File: src/rtl/icap_pkg.sv
// Shared constants, state type and byte bit-reversal helper for the
// Spartan-6 MultiBoot ICAP controller.
package icap_pkg;

  localparam logic [15:0] SYNC0     = 16'hAA99;
  localparam logic [15:0] SYNC1     = 16'h5566;
  localparam logic [15:0] HDR_GEN1  = 16'h3261;
  localparam logic [15:0] HDR_GEN2  = 16'h3281;
  localparam logic [15:0] HDR_GEN3  = 16'h32A1;
  localparam logic [15:0] HDR_GEN4  = 16'h32C1;
  localparam logic [15:0] HDR_CMD   = 16'h30A1;
  localparam logic [15:0] CMD_IPROG = 16'h000E;
  localparam logic [15:0] NOOP      = 16'h2000;
  localparam logic [15:0] DUMMY     = 16'hFFFF;

  typedef enum logic [1:0] {
    ST_HOLDOFF,
    ST_IDLE,
    ST_RUN,
    ST_DONE
  } state_t;

  // ICAP_SPARTAN6 expects each byte bit-reversed relative to the bitstream.
  function automatic logic [15:0] bitswap16(input logic [15:0] w);
    logic [15:0] r;
    for (int i = 0; i < 8; i++) begin
      r[i]     = w[7 - i];
      r[8 + i] = w[15 - i];
    end
    return r;
  endfunction

endpackage

File: src/rtl/icap_seq_rom.sv
// Combinational lookup of the IPROG word sequence. When the fallback
// registers are disabled the GENERAL3/4 entries are skipped, so indices
// from 6 upward are shifted past them.
module icap_seq_rom
  import icap_pkg::*;
#(
  parameter bit          FALLBACK_EN = 1'b1,
  parameter logic [7:0]  READ_OP     = 8'h03,
  parameter logic [23:0] GOLDEN_ADDR = 24'h000000
) (
  input  logic [3:0]  index,
  input  logic [23:0] addr,
  output logic [15:0] data
);

  logic [3:0] pos;

  // Map the running index onto the full 16-entry list and select the word.
  always_comb begin
    pos = index;
    if (!FALLBACK_EN && index >= 4'd6) begin
      pos = index + 4'd4;
    end
    data = NOOP;
    case (pos)
      4'd0:    data = SYNC0;
      4'd1:    data = SYNC1;
      4'd2:    data = HDR_GEN1;
      4'd3:    data = addr[15:0];
      4'd4:    data = HDR_GEN2;
      4'd5:    data = {READ_OP, addr[23:16]};
      4'd6:    data = HDR_GEN3;
      4'd7:    data = GOLDEN_ADDR[15:0];
      4'd8:    data = HDR_GEN4;
      4'd9:    data = {READ_OP, GOLDEN_ADDR[23:16]};
      4'd10:   data = HDR_CMD;
      4'd11:   data = CMD_IPROG;
      default: data = NOOP;
    endcase
  end

endmodule

File: src/rtl/icap_multiboot_ctrl.sv
// MultiBoot controller: after a startup holdoff, accepts a slot request,
// computes the flash start address and streams the IPROG sequence to ICAP.
module icap_multiboot_ctrl
  import icap_pkg::*;
#(
  parameter int          NUM_IMAGES    = 8,
  parameter logic [23:0] IMAGE_BASE    = 24'h054000,
  parameter logic [23:0] IMAGE_STRIDE  = 24'h054000,
  parameter logic [7:0]  READ_OP       = 8'h03,
  parameter bit          FALLBACK_EN   = 1'b1,
  parameter logic [23:0] GOLDEN_ADDR   = 24'h000000,
  parameter int          STARTUP_DELAY = 15,
  parameter bit          BIT_SWAP      = 1'b1
) (
  input  logic        clk,
  input  logic        rst_n,
  input  logic        req,
  input  logic [3:0]  slot,
  output logic        ready,
  output logic        busy,
  output logic        done,
  output logic        err,
  output logic        icap_ce_n,
  output logic        icap_wr_n,
  output logic [15:0] icap_din
);

  localparam int              HOLD_W     = $clog2(STARTUP_DELAY + 1);
  localparam logic [HOLD_W-1:0] HOLD_LAST = HOLD_W'(STARTUP_DELAY - 1);
  localparam logic [4:0]      WORD_COUNT = FALLBACK_EN ? 5'd16 : 5'd12;
  localparam logic [4:0]      NUM_SLOTS  = 5'(NUM_IMAGES);

  state_t              state;
  logic [HOLD_W-1:0]   hold_cnt;
  logic [4:0]          word_idx;
  logic [23:0]         addr;
  logic [27:0]         slot_offset;
  logic [23:0]         slot_addr;
  logic [15:0]         rom_data;
  logic [15:0]         out_word;

  // Slot address uses a 28-bit product; the sum wraps to the 24-bit flash space.
  assign slot_offset = 28'(slot) * 28'(IMAGE_STRIDE);
  assign slot_addr   = 24'(28'(IMAGE_BASE) + slot_offset);

  icap_seq_rom #(
    .FALLBACK_EN (FALLBACK_EN),
    .READ_OP     (READ_OP),
    .GOLDEN_ADDR (GOLDEN_ADDR)
  ) u_rom (
    .index (word_idx[3:0]),
    .addr  (addr),
    .data  (rom_data)
  );

  // Apply the optional per-byte bit reversal before the word is registered.
  always_comb begin
    out_word = rom_data;
    if (BIT_SWAP) begin
      out_word = bitswap16(rom_data);
    end
  end

  // Main FSM: holdoff, request acceptance, word streaming and completion.
  always_ff @(posedge clk or negedge rst_n) begin
    if (!rst_n) begin
      state     <= ST_HOLDOFF;
      hold_cnt  <= '0;
      word_idx  <= '0;
      addr      <= '0;
      ready     <= 1'b0;
      busy      <= 1'b0;
      done      <= 1'b0;
      err       <= 1'b0;
      icap_ce_n <= 1'b1;
      icap_wr_n <= 1'b1;
      icap_din  <= DUMMY;
    end else begin
      done <= 1'b0;
      err  <= 1'b0;
      case (state)
        ST_HOLDOFF: begin
          if (hold_cnt == HOLD_LAST) begin
            ready <= 1'b1;
            state <= ST_IDLE;
          end else begin
            hold_cnt <= hold_cnt + HOLD_W'(1);
          end
        end
        ST_IDLE: begin
          if (req) begin
            if ({1'b0, slot} < NUM_SLOTS) begin
              addr     <= slot_addr;
              word_idx <= '0;
              busy     <= 1'b1;
              ready    <= 1'b0;
              state    <= ST_RUN;
            end else begin
              err <= 1'b1;
            end
          end
        end
        ST_RUN: begin
          if (word_idx == WORD_COUNT) begin
            icap_ce_n <= 1'b1;
            icap_wr_n <= 1'b1;
            icap_din  <= DUMMY;
            done      <= 1'b1;
            state     <= ST_DONE;
          end else begin
            icap_ce_n <= 1'b0;
            icap_wr_n <= 1'b0;
            icap_din  <= out_word;
            word_idx  <= word_idx + 5'd1;
          end
        end
        ST_DONE: begin
          busy  <= 1'b0;
          ready <= 1'b1;
          state <= ST_IDLE;
        end
        default: begin
          state <= ST_HOLDOFF;
        end
      endcase
    end
  end

endmodule

File: config.mk
export PLATFORM = sky130hd
export DESIGN_NAME = icap_multiboot_ctrl
export DESIGN_NICKNAME = d
export VERILOG_FILES = /design/src/rtl/icap_pkg.sv /design/src/rtl/icap_seq_rom.sv /design/src/rtl/icap_multiboot_ctrl.sv
export SDC_FILE = /design/constraint.sdc
export NUM_CORES = 1
export LEC_CHECK = 0
export CORE_ASPECT_RATIO = 0.8
export CORE_UTILIZATION = 40
export CTS_CLUSTER_DIAMETER = 80
export DETAILED_ROUTE_END_ITERATION = 10
export PLACE_DENSITY = 0.62
export SLEW_MARGIN = 40
export SYNTH_ARGS = -nofsm -noshare
export SYNTH_HDL_FRONTEND = slang
export SYNTH_HIERARCHICAL = 1
export SYNTH_SLANG_ARGS = --single-unit
File: constraint.sdc
create_clock -name clk -period 5 [get_ports clk]
set_input_delay 1.25 -clock clk [delete_from_list [all_inputs] [get_ports clk]]
set_output_delay 1.25 -clock clk [all_outputs]
set_load 0.01 [all_outputs]
==> flow_metrics.tcl, run 1 <==
set metrics [dict create \
    clock_latency_ps 300 \
    synthCells 264 \
    status "finished clean" \
    crit_start "slot[3]" \
    r2r_start "word_idx[0]" \
    reg2reg_depth 6 \
    synth_edf_count 0 \
    start_util_pct 42.4 \
    p_per_area_nw_per_um2 542 \
    syn_area_per_cell_um2 9.71 \
    start_kind "input pin" \
    clk_pin_slew_worst_paths_ps 70 \
    cts_resized 0 \
    antenna_cells 0 \
    drive_gt1_share_pct 12.0 \
    setup_violations 0 \
    cts_hold_buf 0 \
    grt_overflow 0 \
    yosysTopAreaCellShare_pct 24.4 \
    endpoint "addr[22]" \
    cts_sinks 42 \
    cts_max_level 2 \
    slew_violations 0 \
    cts_buffer_depth 2 \
    synthTopCellsByArea "dfrtp_1 24%, dfstp_2 17%, ha_1 8.8%" \
    rsz0062_at_grt "no" \
    finalCritPeriodShare_pct 71.8 \
    nFillCells 561 \
    dieArea_um2 6730 \
    postRouteAntennaNets 0 \
    core-area_um2 6040 \
    grt_pass1_vias 1748 \
    yosys.cell_types.count 53 \
    num_rows 25 \
    endpoint_kind "register" \
    multi_input_area_um2 1370 \
    drc 0 \
    drt_iter0_markers 59 \
    async_reset_ff_share_pct 100 \
    yosys_warnings 6 \
    cts_tree "built" \
    regToRegSetupSlack_ps 2440 \
    netlist_area_um2 2560 \
    worst_pin_slew_ps 691 \
    grt_max_degree 43 \
    dpl.hpwl_mm 3.54 \
    cts_root_buf "clkbuf_8" \
    synthFlopType "dfrtp_1" \
    skew_ps 8.73 \
    area_growth_pct 17.2 \
    ys_top_cells_by_count "29 x nand2_1, 25 x dfrtp_1, 21 x inv_1" \
    yosysSeqAreaShare_pct 41.8 \
    peakVddDrop_v 0.000213 \
    maxCapViolCount 0 \
    die_height_um 73.6 \
    synth_most_common_cell "nand2_1" \
    nets 324 \
    grt_first_pass_wirelength_mm 8.47 \
    regArea_um2 1070 \
    critical_path_class "in2reg" \
    die-width_um 91.5 \
    wl_mm 4.90 \
    via_count 1878 \
    slew_headroom_pct 53.9 \
    fmax_mhz 279 \
    path_cells "clkdlybuf4s50_1 -> ha_1 -> inv_1 -> fa_1 -> inv_1 -> ha_1 -> xnor2_1 -> o21bai_4 -> nor4b_4 -> xnor2_1 -> o21ai_1" \
    cp_max_fo 6 \
    min_period_ps 3590 \
    cts_buffers 5 \
    fin_setup_tns_ps 0 \
    critPathSlowestCell "clkdlybuf4s50_1" \
    place.gp.congestion 0.764 \
    min_path_type "reg2reg" \
    crit_required_ps 5160 \
    routedWlPerCell_um 12.9 \
    r2r-end "state[1]" \
    yosys.area.top_type "dfrtp_1" \
    finalPower_mw 1.63 \
    dr.pass1.iters 4 \
    cellLeakagePower_nw 1.30 \
    io_pins 29 \
    io_buffers 28 \
    critPathArrivalTime_ps 3750 \
    ys_ff_latch 42 \
    antenna_found_initial 0 \
    via_per_inst 4.94 \
    slowest_delay_ps 550 \
    post_cts_buffers 0 \
    track_usage_pct 16.3 \
    hold_viol 0 \
]
==> metal layers <==
metal / GRT usage [%] / up-vias / routed length (um)
met5: 0 / - / 0
met4: 5.82 / 0 / 29
met3: 4.04 / 2 / 193
met2: 24.2 / 37 / 2070
met1: 23.2 / 858 / 2600
li1: - / 981 / -
==> flip-flops by register name, indices dropped and copies added (netlist names) <==
signal,count
word_idx,5
state,2
err,1
icap_din,16
ready,1
done,1
hold_cnt,4
icap_wr_n,1
addr,10
busy,1
==> cells by family after synthesis <==
logic type	share of synthesized area, %
AOI/OAI and AO/OA	19.8
xor gates and xnor gates	5.13
adders and majority gates	9.57
buffers and inverters	6.69
DFF	41.8
muxes	0.439
other	0.146
and+or+nand+nor	16.4
==> placed cells by master (no fill, tap or decap), types with 2 or more instances in the layout <==
cell	n
nand2_1	29
clkdlybuf4s50_1	27
dfrtp_1	25
inv_1	21
ha_1	17
dfstp_2	17
o22a_1	16
a21oi_1	15
nor2_1	14
conb_1	14
xnor2_1	11
o21ai_0	11
o21ai_1	8
nand3_1	7
nand2b_1	5
clkbuf_8	5
nand4_1	4
xor2_1	4
and2_1	3
a21boi_0	3
a221oi_1	3
and3_1	2
or2_1	2
nor2b_1	2
a31o_2	2
clkinv_2	2
nor3_1	2
==> worst min-delay path by stage <==
stage	startpoint	to	slack, ps	depth (start not counted)
after global placement	addr[18]	addr[18]	450	2
after detailed placement	addr[23]	addr[23]	460	2
after floorplan	addr[23]	addr[23]	430	2
after CTS	addr[23]	addr[23]	480	2
after global routing	addr[23]	addr[23]	500	2
final	addr[23]	addr[23]	470	2
==> critical path: cells and delay by family <==
family                     cells  cell delay (ps)
and+or+nand+nor                1              290
AOI/OAI and AO/OA              2              290
adders and majority gates      3              930
xor gates and xnor gates       2              340
buffers and inverters          3              660
==> final cells by class <==
| type | instances | share of cell area, % |
|---|---|---|
| Tap cell | 81 | 3.37 |
| Multi-Input combinational cell | 200 | 45.6 |
| Timing Repair Buffer | 28 | 9.25 |
| Sequential cell | 42 | 35.7 |
| Inverter | 21 | 2.62 |
| Clock inverter | 2 | 0.333 |
| Clock buffer | 6 | 3.12 |
==> per-stage QoR <==
step	std cells	hold slack (ps)	area [um2]	worst slack, ps	utilization [%]
2_1_floorplan	277	432	2610	1860	-
3_3_place_gp	372	452	2900	1200	48.0
3_5_place_dp	372	459	2900	1100	48.0
4_1_cts	380	479	3000	1410	49.7
5_1_grt	380	500	3000	1250	49.8
6_report	380	472	3000	1410	49.8
==> report_power, final <==
group          internal (mW)  total, mW  switching, mW  leakage [nW]
combinational          0.383      0.742          0.359         0.752
clock                  0.127      0.245          0.118        0.0561
sequential             0.510      0.642          0.131         0.486
No activity file was read; power rests on OpenSTA's default activity.
==> run 2, diff against run 1 <==
- PLACE_DENSITY: 0.62 -> 0.64
- clock period: 5 -> 3.1 ns (I/O delays scaled with it)
==> flow_metrics.tcl, run 2 (synthesized netlist as in run 1, its figures left out) <==
set metrics [dict create \
    slowest_delay_ps 490 \
    io_pins 29 \
    top_register "icap_din" \
    rsz0062_at_grt "no" \
    maxCapViolCount 0 \
    worst_pin_slew_ps 667 \
    dr.pass1.iters 4 \
    min_path_type "in2async" \
    cellLeakagePower_nw 1.37 \
    start_kind "input pin" \
    final_cell_mix "29 x nand2_1, 27 x clkdlybuf4s50_1, 25 x dfrtp_1" \
    path_cells "clkdlybuf4s50_1 -> ha_1 -> inv_1 -> fa_1 -> inv_1 -> ha_1 -> xnor2_1 -> o21bai_4 -> nor4b_4 -> xnor2_1 -> o21ai_1" \
    via_per_inst 4.93 \
    switching_share_pct 35.8 \
    place.gp.congestion 0.783 \
    p_comb_share_pct 44.6 \
    cts_sinks 42 \
    r2r_start "word_idx[0]" \
    grt_pass1_vias 1819 \
    regToRegSetupSlack_ps 920 \
    nets 336 \
    finalCritPeriodShare_pct 94.5 \
    start_util_pct 42.4 \
    post_cts_buffers 0 \
    grt_overflow 0 \
    post-route-util_pct 51.7 \
    critPathSlowestCell "fa_1" \
    antenna_found_initial 0 \
    antenna_cells 0 \
    final_common_cell "nand2_1" \
    die-width_um 91.5 \
    p_per_area_nw_per_um2 878 \
    hold_viol 0 \
    core-area_um2 6040 \
    finalPower_mw 2.74 \
    largest_reg_flops 16 \
    peakVddDrop_v 0.000317 \
    final_cell_area_um2 3120 \
    endpoint_kind "register" \
    wl_mm 4.88 \
    fmax_mhz 341 \
    cts_buffer_depth 2 \
    critical_path_class "in2reg" \
    area_growth_pct 21.8 \
    pwr-share-seq_pct 37.8 \
    critPathArrivalTime_ps 3090 \
    p_int_mw 1.76 \
    skew_ps 10.6 \
    routedWlPerCell_um 12.5 \
    dpl.hpwl_mm 3.61 \
    crit_required_ps 3260 \
    reg2reg_depth 6 \
    setup_violations 0 \
    min_period_ps 2930 \
    track_usage_pct 16.0 \
    top_regs "icap_din: 16 flops, addr: 10 flops, word_idx: 5 flops" \
    grt_max_degree 43 \
    cts_resized 0 \
    io_buffers 28 \
    num_rows 25 \
    via_count 1931 \
    grt_first_pass_wirelength_mm 8.56 \
    cts_root_buf "clkbuf_8" \
    drt_iter0_markers 77 \
    cts_tree "built" \
    fin_setup_tns_ps 0 \
    cts_hold_buf 0 \
    cp_max_fo 3 \
    clkPwrFrac_pct 17.6 \
    drive_gt1_share_pct 15.1 \
    status "finished clean" \
    drc 0 \
    slew_headroom_pct 55.5 \
    r2r-end "state[1]" \
    place_area_um2 2990 \
    postRouteAntennaNets 0 \
    die_height_um 73.6 \
    clk_pin_slew_worst_paths_ps 90 \
    clock_latency_ps 300 \
    dieArea_um2 6730 \
    slew_violations 0 \
    p_sw_mw 0.980 \
    cts_buffers 5 \
    cts_max_level 2 \
]
==> run 2: cell types whose count changed in the layout (fill, tap and decap cells not counted) <==
cell	change
ha_2	-1
bufinv_16	+1
clkinv_4	+1
ha_1	+1
clkinv_2	-2
buf_4	+12
==> run 2: power groups by stage <==
stage | Combinational (mW) | Clock [mW] | Sequential, mW
floorplan | 0.854 | 0 | 1.00
global placement | 1.21 | 0 | 1.04
detailed placement | 1.23 | 0 | 1.05
global route | 1.37 | 0.518 | 1.08
CTS | 1.24 | 0.497 | 1.04
finish | 1.22 | 0.483 | 1.03
==> run 2: how the worst max path moves through the flow <==
| stage | startpoint | depth (start not counted) | to | slack (ps) |
|---|---|---|---|---|
| 2_1_floorplan | slot[1] | 10 | addr[22] | 430 |
| 3_3_place_gp | slot[1] | 11 | addr[22] | -90 |
| 3_5_place_dp | slot[1] | 11 | addr[22] | -140 |
| 4_1_cts | slot[1] | 11 | addr[22] | 150 |
| 5_1_grt | slot[1] | 11 | addr[22] | 10 |
| 6_report | slot[1] | 11 | addr[22] | 170 |
==> run 2: layer usage <==
layer	track usage (%)	part of all wire [%]
met3	4.14	4.1
met5	0	0
met4	3.70	0.53
met1	22.0	51
met2	25.6	44
==> run 2: critical path, delay by kind of cell <==
kind	cells	cell delay, ps
adder cells (fa/ha/maj)	3	880
buffers and inverters	3	570
XOR/XNOR	2	320
AND/OR/NAND/NOR	1	280
AO/OA/AOI/OAI	2	270
==> run 2: final cells by class <==
cell class | instances | area, um2
well taps | 81 | 101
inverters | 21 | 78.8
fillers | 577 | 2920
repair buffers | 40 | 368
flip-flops and latches | 42 | 1070
clock inverters | 2 | 38.8
multi-input cells | 200 | 1370
clock buffers | 6 | 93.8
==> run 2: metrics by stage <==
| step | setup WS [ps] | instances | hold WS [ps] |
|---|---|---|---|
| after global placement | -87.8 | 384 | 449 |
| final | 169 | 392 | 451 |
| after detailed placement | -145 | 384 | 455 |
| after CTS | 152 | 392 | 469 |
| after floorplan | 432 | 277 | 432 |
| after global routing | 13.1 | 392 | 489 |
==> run 3, diff against run 2 <==
- CORE_ASPECT_RATIO: 0.8 -> 1.5
- SLEW_MARGIN: 40 -> unset
==> flow_metrics.tcl, run 3 (synthesized netlist as in run 1, its figures left out) <==
set metrics [dict create \
    die-width_um 67.4 \
    cts_buffers 5 \
    setup_ws_ps 221 \
    fmax_mhz 347 \
    pre_cts_ws_ps -164 \
    dieArea_um2 6740 \
    postRouteAntennaNets 0 \
    num_rows 35 \
    hold_viol 0 \
    cts_tree "built" \
    p_comb_share_pct 47.8 \
    hold_slack_ps 470 \
    die_height_um 100 \
    antenna_cells 0 \
    switching_share_pct 37.7 \
    track_usage_pct 16.5 \
    grt_max_degree 43 \
    final_cell_mix "29 x nand2_1, 27 x clkdlybuf4s50_1, 25 x dfrtp_1" \
    start_kind "input pin" \
    min_period_ps 2880 \
    routedWlPerCell_um 12.6 \
    peakVddDrop_v 0.000287 \
    dpl.hpwl_mm 3.64 \
    clock_latency_ps 300 \
    core-area_um2 6170 \
    grt_pass1_vias 1881 \
    area_growth_pct 19.8 \
    p_sw_mw 0.990 \
    via_count 1936 \
    final_common_cell "nand2_1" \
    fin_setup_tns_ps 0 \
    via_per_inst 5.03 \
    post_cts_buffers 0 \
    clkPwrFrac_pct 13.8 \
    cts_root_buf "clkbuf_8" \
    grt_overflow 0 \
    skew_ps 9.90 \
    top_regs "icap_din: 16 flops, addr: 10 flops, word_idx: 5 flops" \
    endpoint_kind "register" \
    cellLeakagePower_nw 1.34 \
    min_path_type "reg2reg" \
    drt_iter0_markers 102 \
    pwr-share-seq_pct 38.4 \
    nFillCells 599 \
    critical_path_class "in2reg" \
    antenna_found_initial 0 \
    start_util_pct 41.5 \
    maxCapViolCount 0 \
    status "finished clean" \
    slew_headroom_pct 39.3 \
    grt_first_pass_wirelength_mm 8.53 \
    p_int_mw 1.63 \
    nets 336 \
    cts_sinks 42 \
    wl_mm 4.85 \
    io_buffers 28 \
    top_register "icap_din" \
    setup_violations 0 \
    slew_violations 0 \
    critPathArrivalTime_ps 3040 \
    drive_gt1_share_pct 15.1 \
    cts_resized 0 \
    cts_buffer_depth 2 \
    cts_max_level 2 \
    largest_reg_flops 16 \
    finalCritPeriodShare_pct 92.9 \
    drc 0 \
    p_per_area_nw_per_um2 854 \
    crit_required_ps 3260 \
    clk_pin_slew_worst_paths_ps 80 \
    place.gp.congestion 0.792 \
    worst_pin_slew_ps 911 \
    rsz0062_at_grt "no" \
    dr.pass1.iters 4 \
    cp_max_fo 3 \
    io_pins 29 \
]
==> run 3: worst paths after layout <==
| kind | from | endpoint | slack [ps] | depth (start not counted) |
|---|---|---|---|---|
| hold / removal | addr[18] | addr[18] | 470 | 2 |
| setup / recovery | slot[1] | addr[22] | 220 | 11 |
| setup reg to reg | word_idx[0] | state[1] | 990 | 6 |
| max in group asynchronous | rst_n | word_idx[4] | 1930 | 1 |
| min in group asynchronous | rst_n | err | 610 | 1 |
| hold reg to reg | addr[18] | addr[18] | 470 | 2 |
==> run 3: final cells by class <==
type / count / area [um2] / share of cell area (%)
tap: 74 / 92.6 / 3.02
clock buffer: 5 / 68.8 / 2.24
timing repair buffer: 40 / 365 / 11.9
inverter: 21 / 78.8 / 2.57
sequential: 42 / 1070 / 34.9
clock inverter: 3 / 23.8 / 0.775
multi-input combinational: 200 / 1370 / 44.6
==> run 3: repair_timing <==
item | in CTS | in global routing
hold endpoints to repair | 0 | 0
setup endpoints to repair | 0 | 1
hold buffers | 0 | 0
==> run 3: through the flow <==
stage	total power [mW]	std cells	utilization (%)	area (um2)
final	2.62	385	49.7	3070
after global routing	2.85	385	49.7	3070
after CTS	2.66	385	49.7	3070
after detailed placement	2.29	377	48.2	2980
after global placement	2.25	377	48.2	2980
after floorplan	1.86	277	-	2610
==> run 3: worst max-delay path, cell delays in order <==
cell,delay (ps)
clkdlybuf4s50_1,490
ha_1,170
inv_1,50
fa_1,480
inv_1,40
ha_1,220
xnor2_1,170
o21bai_4,200
nor4b_4,220
xnor2_1,150
o21ai_1,70
==> run 3: per-layer routing <==
| layer | track usage [%] | vias up | routed length, um |
|---|---|---|---|
| met5 | 0 | - | 0 |
| met4 | 6.87 | 0 | 87 |
| met3 | 2.27 | 5 | 101 |
| met2 | 28.8 | 29 | 2570 |
| met1 | 19.5 | 905 | 2090 |
| li1 | - | 997 | - |
==> run 3: power groups by stage <==
stage	Clock (mW)	Combinational (mW)	Sequential, mW
final	0.362	1.25	1.01
after CTS	0.374	1.28	1.01
after detailed placement	0	1.27	1.02
after global routing	0.397	1.41	1.04
after floorplan	0	0.854	1.00
after global placement	0	1.24	1.01
